**src/rtl/otter_trap_ctrl_pkg.sv**
```systemverilog
// Shared types for the OTTER trap sequencer: CSR op codes, sequencer states
// and the fixed trap-event priority order.
package otter_trap_ctrl_pkg;

    typedef enum logic [2:0] {
        CSR_OP_NONE   = 3'd0,
        CSR_OP_INTRPT = 3'd1,
        CSR_OP_TRAP   = 3'd2,
        CSR_OP_EBREAK = 3'd3,
        CSR_OP_ECALL  = 3'd4,
        CSR_OP_MRET   = 3'd5,
        CSR_OP_WFI    = 3'd6
    } csr_op_e;

    typedef enum logic [1:0] {
        TC_IDLE     = 2'd0,
        TC_REDIRECT = 2'd1,
        TC_SLEEP    = 2'd2
    } tc_state_e;

    // Event bit positions, lowest index wins.
    localparam int EV_INTR  = 0;
    localparam int EV_ILL   = 1;
    localparam int EV_EBRK  = 2;
    localparam int EV_ECALL = 3;
    localparam int EV_MRET  = 4;
    localparam int EV_WFI   = 5;
    localparam int EV_N     = 6;

    function automatic csr_op_e ev_to_op(input int idx);
        case (idx)
            EV_INTR:  return CSR_OP_INTRPT;
            EV_ILL:   return CSR_OP_TRAP;
            EV_EBRK:  return CSR_OP_EBREAK;
            EV_ECALL: return CSR_OP_ECALL;
            EV_MRET:  return CSR_OP_MRET;
            EV_WFI:   return CSR_OP_WFI;
            default:  return CSR_OP_NONE;
        endcase
    endfunction

endpackage

```
**src/rtl/otter_trap_prio.sv**
```systemverilog
// Combinational priority encoder: picks the single winning trap event and
// the CSR op code that goes with it.
module otter_trap_prio
    import otter_trap_ctrl_pkg::*;
(
    input  logic [EV_N-1:0] i_req,
    output logic [EV_N-1:0] o_ev,
    output csr_op_e         o_op
);

    logic [EV_N-1:0] w_blocked;

    assign w_blocked[0] = 1'b0;

    generate
        for (genvar gi = 0; gi < EV_N; gi++) begin : g_prio
            assign o_ev[gi] = i_req[gi] & ~w_blocked[gi];
            if (gi < EV_N - 1) begin : g_chain
                assign w_blocked[gi+1] = w_blocked[gi] | i_req[gi];
            end
        end
    endgenerate

    always_comb begin
        o_op = CSR_OP_NONE;
        for (int k = 0; k < EV_N; k++) begin
            if (o_ev[k]) o_op = ev_to_op(k);
        end
    end

endmodule

```
**src/rtl/otter_trap_ctrl.sv**
```systemverilog
// Trap/privilege sequencer: arbitrates trap sources of the retiring
// instruction, drives the CSR op, issues a one-cycle redirect and handles WFI.
module otter_trap_ctrl
    import otter_trap_ctrl_pkg::*;
#(
    parameter int MEI_CAUSE   = 11,
    parameter bit VECTORED_EN = 1'b1
) (
    input  logic        clk,
    input  logic        rst,
    input  logic        instr_vld,
    input  logic        is_ecall,
    input  logic        is_ebreak,
    input  logic        is_mret,
    input  logic        is_wfi,
    input  logic        is_illegal,
    input  logic        intrpt_vld,
    input  logic        intrpt_pend,
    input  logic [31:0] pc,
    input  logic [31:0] mtvec,
    input  logic [31:0] mepc,
    output logic [2:0]  csr_op,
    output logic        flush,
    output logic        stall,
    output logic        pc_redirect,
    output logic [31:0] trap_pc,
    output logic [31:0] csr_pc
);

    tc_state_e   r_state;
    logic [31:0] r_trap_pc;
    logic [31:0] r_wfi_pc;

    logic            w_take;
    logic [EV_N-1:0] w_req;
    logic [EV_N-1:0] w_ev;
    csr_op_e         w_prio_op;
    logic [31:0]     w_base;
    logic [31:0]     w_intr_tgt;
    logic            w_sleep_intr;

    // Decode inputs only matter for an instruction retiring while IDLE.
    assign w_take = instr_vld && (r_state == TC_IDLE) && !rst;
    assign w_req  = {is_wfi, is_mret, is_ecall, is_ebreak, is_illegal, intrpt_vld}
                    & {EV_N{w_take}};

    otter_trap_prio u_prio (
        .i_req (w_req),
        .o_ev  (w_ev),
        .o_op  (w_prio_op)
    );

    assign w_base       = {mtvec[31:2], 2'b00};
    assign w_intr_tgt   = (VECTORED_EN && (mtvec[1:0] == 2'b01))
                          ? w_base + 32'(4 * MEI_CAUSE) : w_base;
    assign w_sleep_intr = (r_state == TC_SLEEP) && intrpt_pend && intrpt_vld;

    always_comb begin
        csr_op = CSR_OP_NONE;
        flush  = 1'b0;
        stall  = 1'b0;
        case (r_state)
            TC_IDLE: begin
                csr_op = w_prio_op;
                flush  = |w_ev[EV_MRET:EV_INTR];
                stall  = |w_ev;
            end
            TC_SLEEP: begin
                stall = 1'b1;
                if (w_sleep_intr) csr_op = CSR_OP_INTRPT;
            end
            default: ;
        endcase
    end

    assign pc_redirect = (r_state == TC_REDIRECT);
    assign trap_pc     = r_trap_pc;
    // An interrupt taken from sleep must record the instruction after WFI.
    assign csr_pc      = (r_state == TC_SLEEP) ? r_wfi_pc : pc;

    always_ff @(posedge clk or posedge rst) begin
        if (rst) begin
            r_state   <= TC_IDLE;
            r_trap_pc <= 32'd0;
            r_wfi_pc  <= 32'd0;
        end else begin
            case (r_state)
                TC_IDLE: begin
                    if (w_ev[EV_INTR]) begin
                        r_trap_pc <= w_intr_tgt;
                        r_state   <= TC_REDIRECT;
                    end else if (w_ev[EV_ILL] || w_ev[EV_EBRK] || w_ev[EV_ECALL]) begin
                        r_trap_pc <= w_base;
                        r_state   <= TC_REDIRECT;
                    end else if (w_ev[EV_MRET]) begin
                        r_trap_pc <= mepc;
                        r_state   <= TC_REDIRECT;
                    end else if (w_ev[EV_WFI]) begin
                        r_wfi_pc  <= pc + 32'd4;
                        r_state   <= TC_SLEEP;
                    end
                end
                TC_REDIRECT: r_state <= TC_IDLE;
                TC_SLEEP: begin
                    if (intrpt_pend) begin
                        r_trap_pc <= intrpt_vld ? w_intr_tgt : r_wfi_pc;
                        r_state   <= TC_REDIRECT;
                    end
                end
                default: r_state <= TC_IDLE;
            endcase
        end
    end

    a_no_double_redirect: assert property (
        @(posedge clk) disable iff (rst) pc_redirect |=> !pc_redirect);

    a_csr_op_legal: assert property (
        @(posedge clk) disable iff (rst)
        (csr_op != CSR_OP_NONE) |->
            ((r_state == TC_IDLE) && instr_vld) || ((r_state == TC_SLEEP) && intrpt_pend));

endmodule

```
**config.mk**
```make
export PLATFORM = sky130hd
export DESIGN_NAME = otter_trap_ctrl
export DESIGN_NICKNAME = d
export VERILOG_FILES = /design/src/rtl/otter_trap_ctrl_pkg.sv /design/src/rtl/otter_trap_prio.sv /design/src/rtl/otter_trap_ctrl.sv
export SDC_FILE = /design/constraint.sdc
export NUM_CORES = 1
export LEC_CHECK = 0
export BUFFER_PORTS_ARGS = -buffer_cell sky130_fd_sc_hd__buf_2
export CAP_MARGIN = 20
export CORE_ASPECT_RATIO = 0.9
export CORE_MARGIN = 5
export CORE_UTILIZATION = 55
export CTS_BUF_LIST = sky130_fd_sc_hd__clkbuf_8 sky130_fd_sc_hd__clkbuf_16
export CTS_CLUSTER_DIAMETER = 50
export DETAILED_ROUTE_END_ITERATION = 10
export PLACE_DENSITY = 0.83
export SETUP_SLACK_MARGIN = 0.02
export SLEW_MARGIN = 25
export SYNTH_ARGS = -nofsm -noshare
export SYNTH_HDL_FRONTEND = slang
export SYNTH_SLANG_ARGS = --single-unit
```
**constraint.sdc**
```tcl
create_clock -name clk -period 5.59 [get_ports clk]
set_clock_uncertainty 0.1 [all_clocks]
set_input_delay 0.559 -clock clk [delete_from_list [all_inputs] [get_ports clk]]
set_output_delay 0.559 -clock clk [all_outputs]
set_load 0.02 [all_outputs]
```
# Word-level counts from Yosys, hierarchy flattened
# Index checks and enable logic that the tools add are counted.
classes:
  magnitude_cmp: 0
  reduce_logical: 14
  shift: 0
  muxes: 24
  n_div: 0
  add_sub_neg: 2
  n_eq_ne: 6
  bitwise: 17
  mul: 0
ops:
  columns: ["op", "n"]
  rows:
  - ["32-bit 2-to-1 mux", 7]
  - ["32-bit case mux with 2 select lines", 1]
  - ["32-bit by 3-bit adder with 32-bit output, second input constant", 1]
  - ["32-bit by 6-bit adder with 32-bit output, second input constant", 1]
  - ["3-bit 2-to-1 mux", 5]
  - ["2-bit 2-to-1 mux", 5]
  - ["1-bit inverter", 7]
  - ["6-bit bitwise AND", 1]
  - ["3-bit case mux with 2 select lines", 1]
  - ["6-bit OR reduction", 1]
  - ["1-bit bitwise AND", 5]
  - ["5-bit by 1-bit != test with 1-bit output, second input constant", 1]
  - ["5-bit AND reduction", 1]
  - ["5-bit OR reduction", 1]
  - ["2-bit by 1-bit equality test with 1-bit output, second input constant", 2]
  - ["1-bit logical AND", 4]
  - ["4-bit by 1-bit != test with 1-bit output, second input constant", 1]
  - ["1-bit bitwise OR", 4]
  - ["2-bit case mux with 2 select lines", 1]
  - ["1-bit 2-to-1 mux", 3]
  - ["3-bit AND reduction", 1]
  - ["2-bit equality test, second input constant", 1]
  - ["2-bit logical NOT", 1]
  - ["1-bit logical OR", 2]
  - ["other kinds (5)", 5]
totals:
  ff_bits: 66
  wordCells: 66
  output_inout_bits: 70
  n_memories: 0
  in_bits: 106
  ramBits: 0
  latchBits: 0
  mem_bits_ro: 0

# Depth between registers and ports, before layout
depth:
  ltp_word: 15
  ltp_mapped: 9
  depth_no_buf: 8

# Hierarchy
# A second synthesis with hierarchy kept.
unflattened:
  cells_unflattened: 719
  area_unflattened_um2: 5272.6
modules_own_cells:
  columns: ["module", "seq_area_each_um2", "area_each_um2", "instances", "cells_per_inst"]
  rows:
  - ["otter_trap_ctrl", 1651.6, 5177.5, 1, 705]
  - ["otter_trap_prio", 0.0, 95.1, 1, 14]

# Worst setup path after synthesis
# Ideal clock, no wire load.
synth_timing:
  kind: "input to output"
  startpoint: "in rst"
  endpoint: "out csr_op[0]"
  slack_ns: 2.709
  required_time_ns: 4.931
  n_path_buf: 2
  path_stages: 8
  t_arrival_ns: 2.222
  cell_sequence: "or4b_1 buf_2 nor2_1 a21oi_2 inv_2 buf_2 nand2_1 o21ai_0"
synth_via:
  elab_chain_len: 11
  word_cells_on_any_way: 24
  classes_between: "7 x mux; 15 x bitwise; 2 x reduce/logical"
synth_rtl:
  columns: ["item", "line_no", "rtl"]
  rows:
  - ["start, declared", "otter_trap_ctrl.sv:10", "input logic rst,"]
  - ["1-bit logical NOT (no line) *", null, null]
  - ["1-bit logical AND *", "otter_trap_ctrl.sv:43", "assign w_take = instr_vld && (r_state == TC_IDLE) && !rst;"]
  - ["6-bit bitwise AND *", "otter_trap_ctrl.sv:45", "& {EV_N{w_take}};"]
  - ["1-bit inverter or 1-bit bitwise OR (tied branches)", "otter_trap_prio.sv:17, otter_trap_prio.sv:19", null]
  - ["1-bit bitwise AND, or another cell as far along", "otter_trap_prio.sv:17", "assign o_ev[gi] = i_req[gi] & ~w_blocked[gi];"]
  - ["3-bit 2-to-1 mux, or another cell as far along (3 in series)", "otter_trap_prio.sv:27", "if (o_ev[k]) o_op = ev_to_op(k);"]
  - ["3-bit 2-to-1 mux or 1-bit bitwise AND (tied branches)", "otter_trap_prio.sv:27, otter_trap_prio.sv:17", null]
  - ["3-bit 2-to-1 mux *", "otter_trap_prio.sv:27", null]
  - ["3-bit case mux with 2 select lines *", "otter_trap_ctrl.sv:62", "case (r_state)"]
  - ["end, declared", "otter_trap_ctrl.sv:22", "output logic [2:0] csr_op,"]
# Every way passes the cells marked *; elsewhere a longest branch is shown, timed or not.

# Worst setup path after layout
layout_timing:
  startpoint: "reg r_state[1]"
  endpoint: "out csr_op[0]"
layout_via:
  elab_chain_len: 12
  word_cells_on_any_way: 29
  classes_between: "1 x eq/ne; 8 x mux; 15 x bitwise; 5 x reduce/logical"
layout_rtl:
  columns: ["item", "line_no", "rtl"]
  rows:
  - ["start, declared", "otter_trap_ctrl.sv:30", "tc_state_e r_state;"]
  - ["start signal, assigned", "otter_trap_ctrl.sv:83", "r_state <= TC_IDLE;"]
  - ["start signal, assigned", "otter_trap_ctrl.sv:91", "r_state <= TC_REDIRECT;"]
  - ["start signal, assigned", "otter_trap_ctrl.sv:94", "r_state <= TC_REDIRECT;"]
  - ["2-bit logical NOT", "otter_trap_ctrl.sv:43, otter_trap_ctrl.sv:62", null]
  - ["1-bit logical AND (2 in series)", "otter_trap_ctrl.sv:43", null]
  - ["6-bit bitwise AND", "otter_trap_ctrl.sv:45", null]
  - ["1-bit inverter or 1-bit bitwise OR (tied branches)", "otter_trap_prio.sv:17, otter_trap_prio.sv:19", null]
  - ["1-bit bitwise AND, or another cell as far along", "otter_trap_prio.sv:17", null]
  - ["3-bit 2-to-1 mux, or another cell as far along (3 in series)", "otter_trap_prio.sv:27", null]
  - ["3-bit 2-to-1 mux or 1-bit bitwise AND (tied branches)", "otter_trap_prio.sv:27, otter_trap_prio.sv:17", null]
  - ["3-bit 2-to-1 mux", "otter_trap_prio.sv:27", null]
  - ["3-bit case mux with 2 select lines *", "otter_trap_ctrl.sv:62", null]
# Marked as above.

==> impl_metrics.py <==
metrics = {
    "setup_path": {
        "crit_chain": "or4b_1 -> nor2_1 -> a21oi_2 -> buf_4 -> inv_2 -> nand2_1 -> o21ai_0 -> buf_2",
        "startpoint": "r_state[1]$_DFFE_PP0P_",
        "cpPeakStageDelay_ns": 0.84,
        "critPathRequiredTime_ns": 4.93,
        "cp.arrival_ns": 3.16,
        "start_kind": "flop",
        "cpMaxStageDelayCell": "or4b_1",
        "worstPathMaxFanout": 44,
        "worst-path-buf-inv": 3,
        "path_class": "reg2out",
        "regToRegStartpoint": "r_state[1]$_DFFE_PP0P_",
        "end_kind": "primary output",
        "path_delay_family": "simple AND/OR/NAND/NOR gates",
    },
    "clock_tree": {
        "clk-insertion-delay-late_ns": 0.35,
        "tritoncts": "done",
        "tritoncts.num_buffers": 9,
        "cts.clk_slew.worst_paths_ns": 0.07,
        "clk_path_buf_depth": 2,
        "cts_sinks": 66,
        "cts-resized-gates": 0,
        "postCtsSetupRepairBufs": 0,
        "cts_root_buf": "clkbuf_8",
        "cts_max_level": 3,
        "postCtsHoldBufs": 0,
    },
    "final_layout": {
        "area_growth_syn_to_layout_pct": 22.3,
        "diodes": 0,
        "ff_latch_area_um2": 1650,
        "stdcell_count": 913,
        "nets": 897,
        "fill_cells": 763,
        "utilization_pct": 69.6,
        "multi_input_area_um2": 3060,
        "drive_above_1_share_pct": 27.8,
    },
    "routing": {
        "wl_per_cell_um": 18.0,
        "drc": 0,
        "ant_nets": 0,
        "drtPass1Iterations": 7,
        "vias": 5410,
        "avgViaCountPerCell": 5.93,
        "drt_iter0_drc": 514,
        "wl_um": 16400,
    },
    "placed_design": {
        "dp_cells": 897,
        "port_buffers": 175,
        "place.gp.congestion": 0.938,
        "hpwl_um": 12200,
    },
    "floorplan": {
        "die_w_um": 110,
        "ios": 176,
        "coreArea_um2": 8690,
        "die_h_um": 100,
        "rows": 32,
        "start_util_pct": 57.0,
        "die_area_um2": 11000,
    },
    "logic_synthesis": {
        "syn_avg_cell_area_um2": 7.77,
        "yosys-top-cells-count": "nand2_1, dfrtp_1, nor2_1, o21ai_0, xnor2_1",
        "yosysSeqAreaShare_pct": 33.4,
        "syn_area_um2": 4950,
        "synth_top_area_cell": "dfrtp_1",
        "synth_edf_count": 0,
        "synth_cells": 637,
        "synthTopCellsByArea": "dfrtp_1, nand2_1, xnor2_1",
        "synth_top_cell_area_share_pct": 33.4,
        "ys.flop_type": "dfrtp_1",
        "synth-async-reset-ratio_pct": 100,
        "syn-num-nets": 745,
        "ys_ff_latch": 66,
        "synth.distinct_cells": 52,
        "ys_warn_count": 0,
        "synthMostInstantiatedCell": "nand2_1",
    },
    "grt": {
        "overflow": 0,
        "grt_max_degree": 64,
        "antenna_found_initial": 0,
        "grt_usage_pct": 29.0,
        "grt_pass1_vias": 4929,
        "grt_pass1_wl_um": 25000,
    },
    "sta": {
        "fin_crit_ns": 3.82,
        "finalSetupViolCount": 0,
        "fin_setup_tns_ns": 0,
        "maxSlewHeadroom_pct": 27.8,
        "hold_viol": 0,
        "period_share_pct": 68.3,
        "final_max_slew_viol_count": 0,
        "max_clock_freq_ghz": 0.262,
        "worst_pin_slew_ns": 1.08,
        "grt_setup_unrepaired": "no",
    },
    "min_path": {
        "min_path_type": "in2async",
    },
    "pwr": {
        "ir_drop_v": 0.000153,
        "leakage_nw": 2.81,
        "cellPowerDensity_nw_per_um2": 233,
    },
    "run": {
        "max_cap_violations": 0,
    },
    "status": {
        "status": "finished, final reports clean",
    },
}
==> stage by stage <==
| stage | hold WS [ns] | worst slack, ns | total power [mW] | cell area [um^2] |
|---|---|---|---|---|
| 4_1_cts | 0.277 | 1.82 | 1.41 | 6050 |
| 3_5_place_dp | 0.378 | 2.04 | 0.994 | 5850 |
| 3_3_place_gp | 0.368 | 2.10 | 0.983 | 5850 |
| 6_report | 0.256 | 1.77 | 1.41 | 6050 |
| 2_1_floorplan | 0.366 | 2.71 | 0.821 | 4950 |
| 5_1_grt | 0.324 | 1.64 | 1.48 | 6050 |
==> cell families (layout without fill, tap and decap cells) <==
group	Yosys count	in the layout	share of synthesized area [%]
DFF	66	66	33.4
and+or+nand+nor	287	287	26.6
AOI/OAI and AO/OA	145	145	19.1
xor gates and xnor gates	56	56	9.91
muxes	25	25	5.51
buffers and inverters	56	213	4.96
adders and majority gates	2	2	0.506
==> metal layers <==
layer	wire (um)	GRT usage, %	vias up
li1	-	-	2554
met1	6890	41.7	2528
met2	7360	43.6	305
met3	1910	6.11	23
met4	268	8.72	0
met5	0	0	-
==> power by group <==
part           switching, mW  internal, mW
combinational          0.246         0.149
clock                  0.204         0.218
sequential            0.0538         0.541
==> final cells by class <==
class | count | share of cell area (%)
multi-input combinational | 515 | 50.6
sequential | 66 | 27.3
timing repair buffer | 182 | 15.3
tap | 119 | 2.46
clock buffer | 10 | 2.27
clock inverter | 6 | 1.10
inverter | 15 | 0.931
==> registers in the layout, summed over array words and instances, names as in the netlist <==
name      count
r_state       2
r_wfi_pc     32
trap_pc      32
==> placed cells by master, fill, tap and decap left out, types with 3 or more instances in the layout <==
cell type,n
buf_2,175
nand2_1,145
dfrtp_1,66
o21ai_0,56
nor2_1,55
xnor2_1,34
a21oi_1,25
xor2_1,22
nand3_1,16
nor3_1,16
a222oi_1,16
inv_1,13
mux2_1,12
a221oi_1,10
clkbuf_8,10
a22oi_1,9
nand4_1,8
mux2i_1,7
nand2b_1,7
buf_4,7
nor4_1,6
mux2_2,6
and3_1,5
o21ai_1,5
nor2b_1,5
o22a_1,5
or3_1,4
o211ai_1,4
and4_1,3
o31ai_1,3
clkinvlp_4,3
==> path summary, 6_finish.rpt <==
| check | endpoint | slack (ns) | cells past startpoint |
|---|---|---|---|
| setup / recovery | csr_op[0] | 1.77 | 8 |
| hold / removal | r_state[1]$_DFFE_PP0P_ | 0.26 | 2 |
| setup reg to reg | trap_pc[16]$_DFFE_PP0P_ | 2.49 | 7 |
| hold reg to reg | trap_pc[7]$_DFFE_PP0P_ | 0.40 | 2 |
| max in group asynchronous | trap_pc[27]$_DFFE_PP0P_ | 4.20 | 3 |
| min in group clk | r_state[1]$_DFFE_PP0P_ | 0.34 | 2 |
No activity file was read; power rests on OpenSTA's default activity.
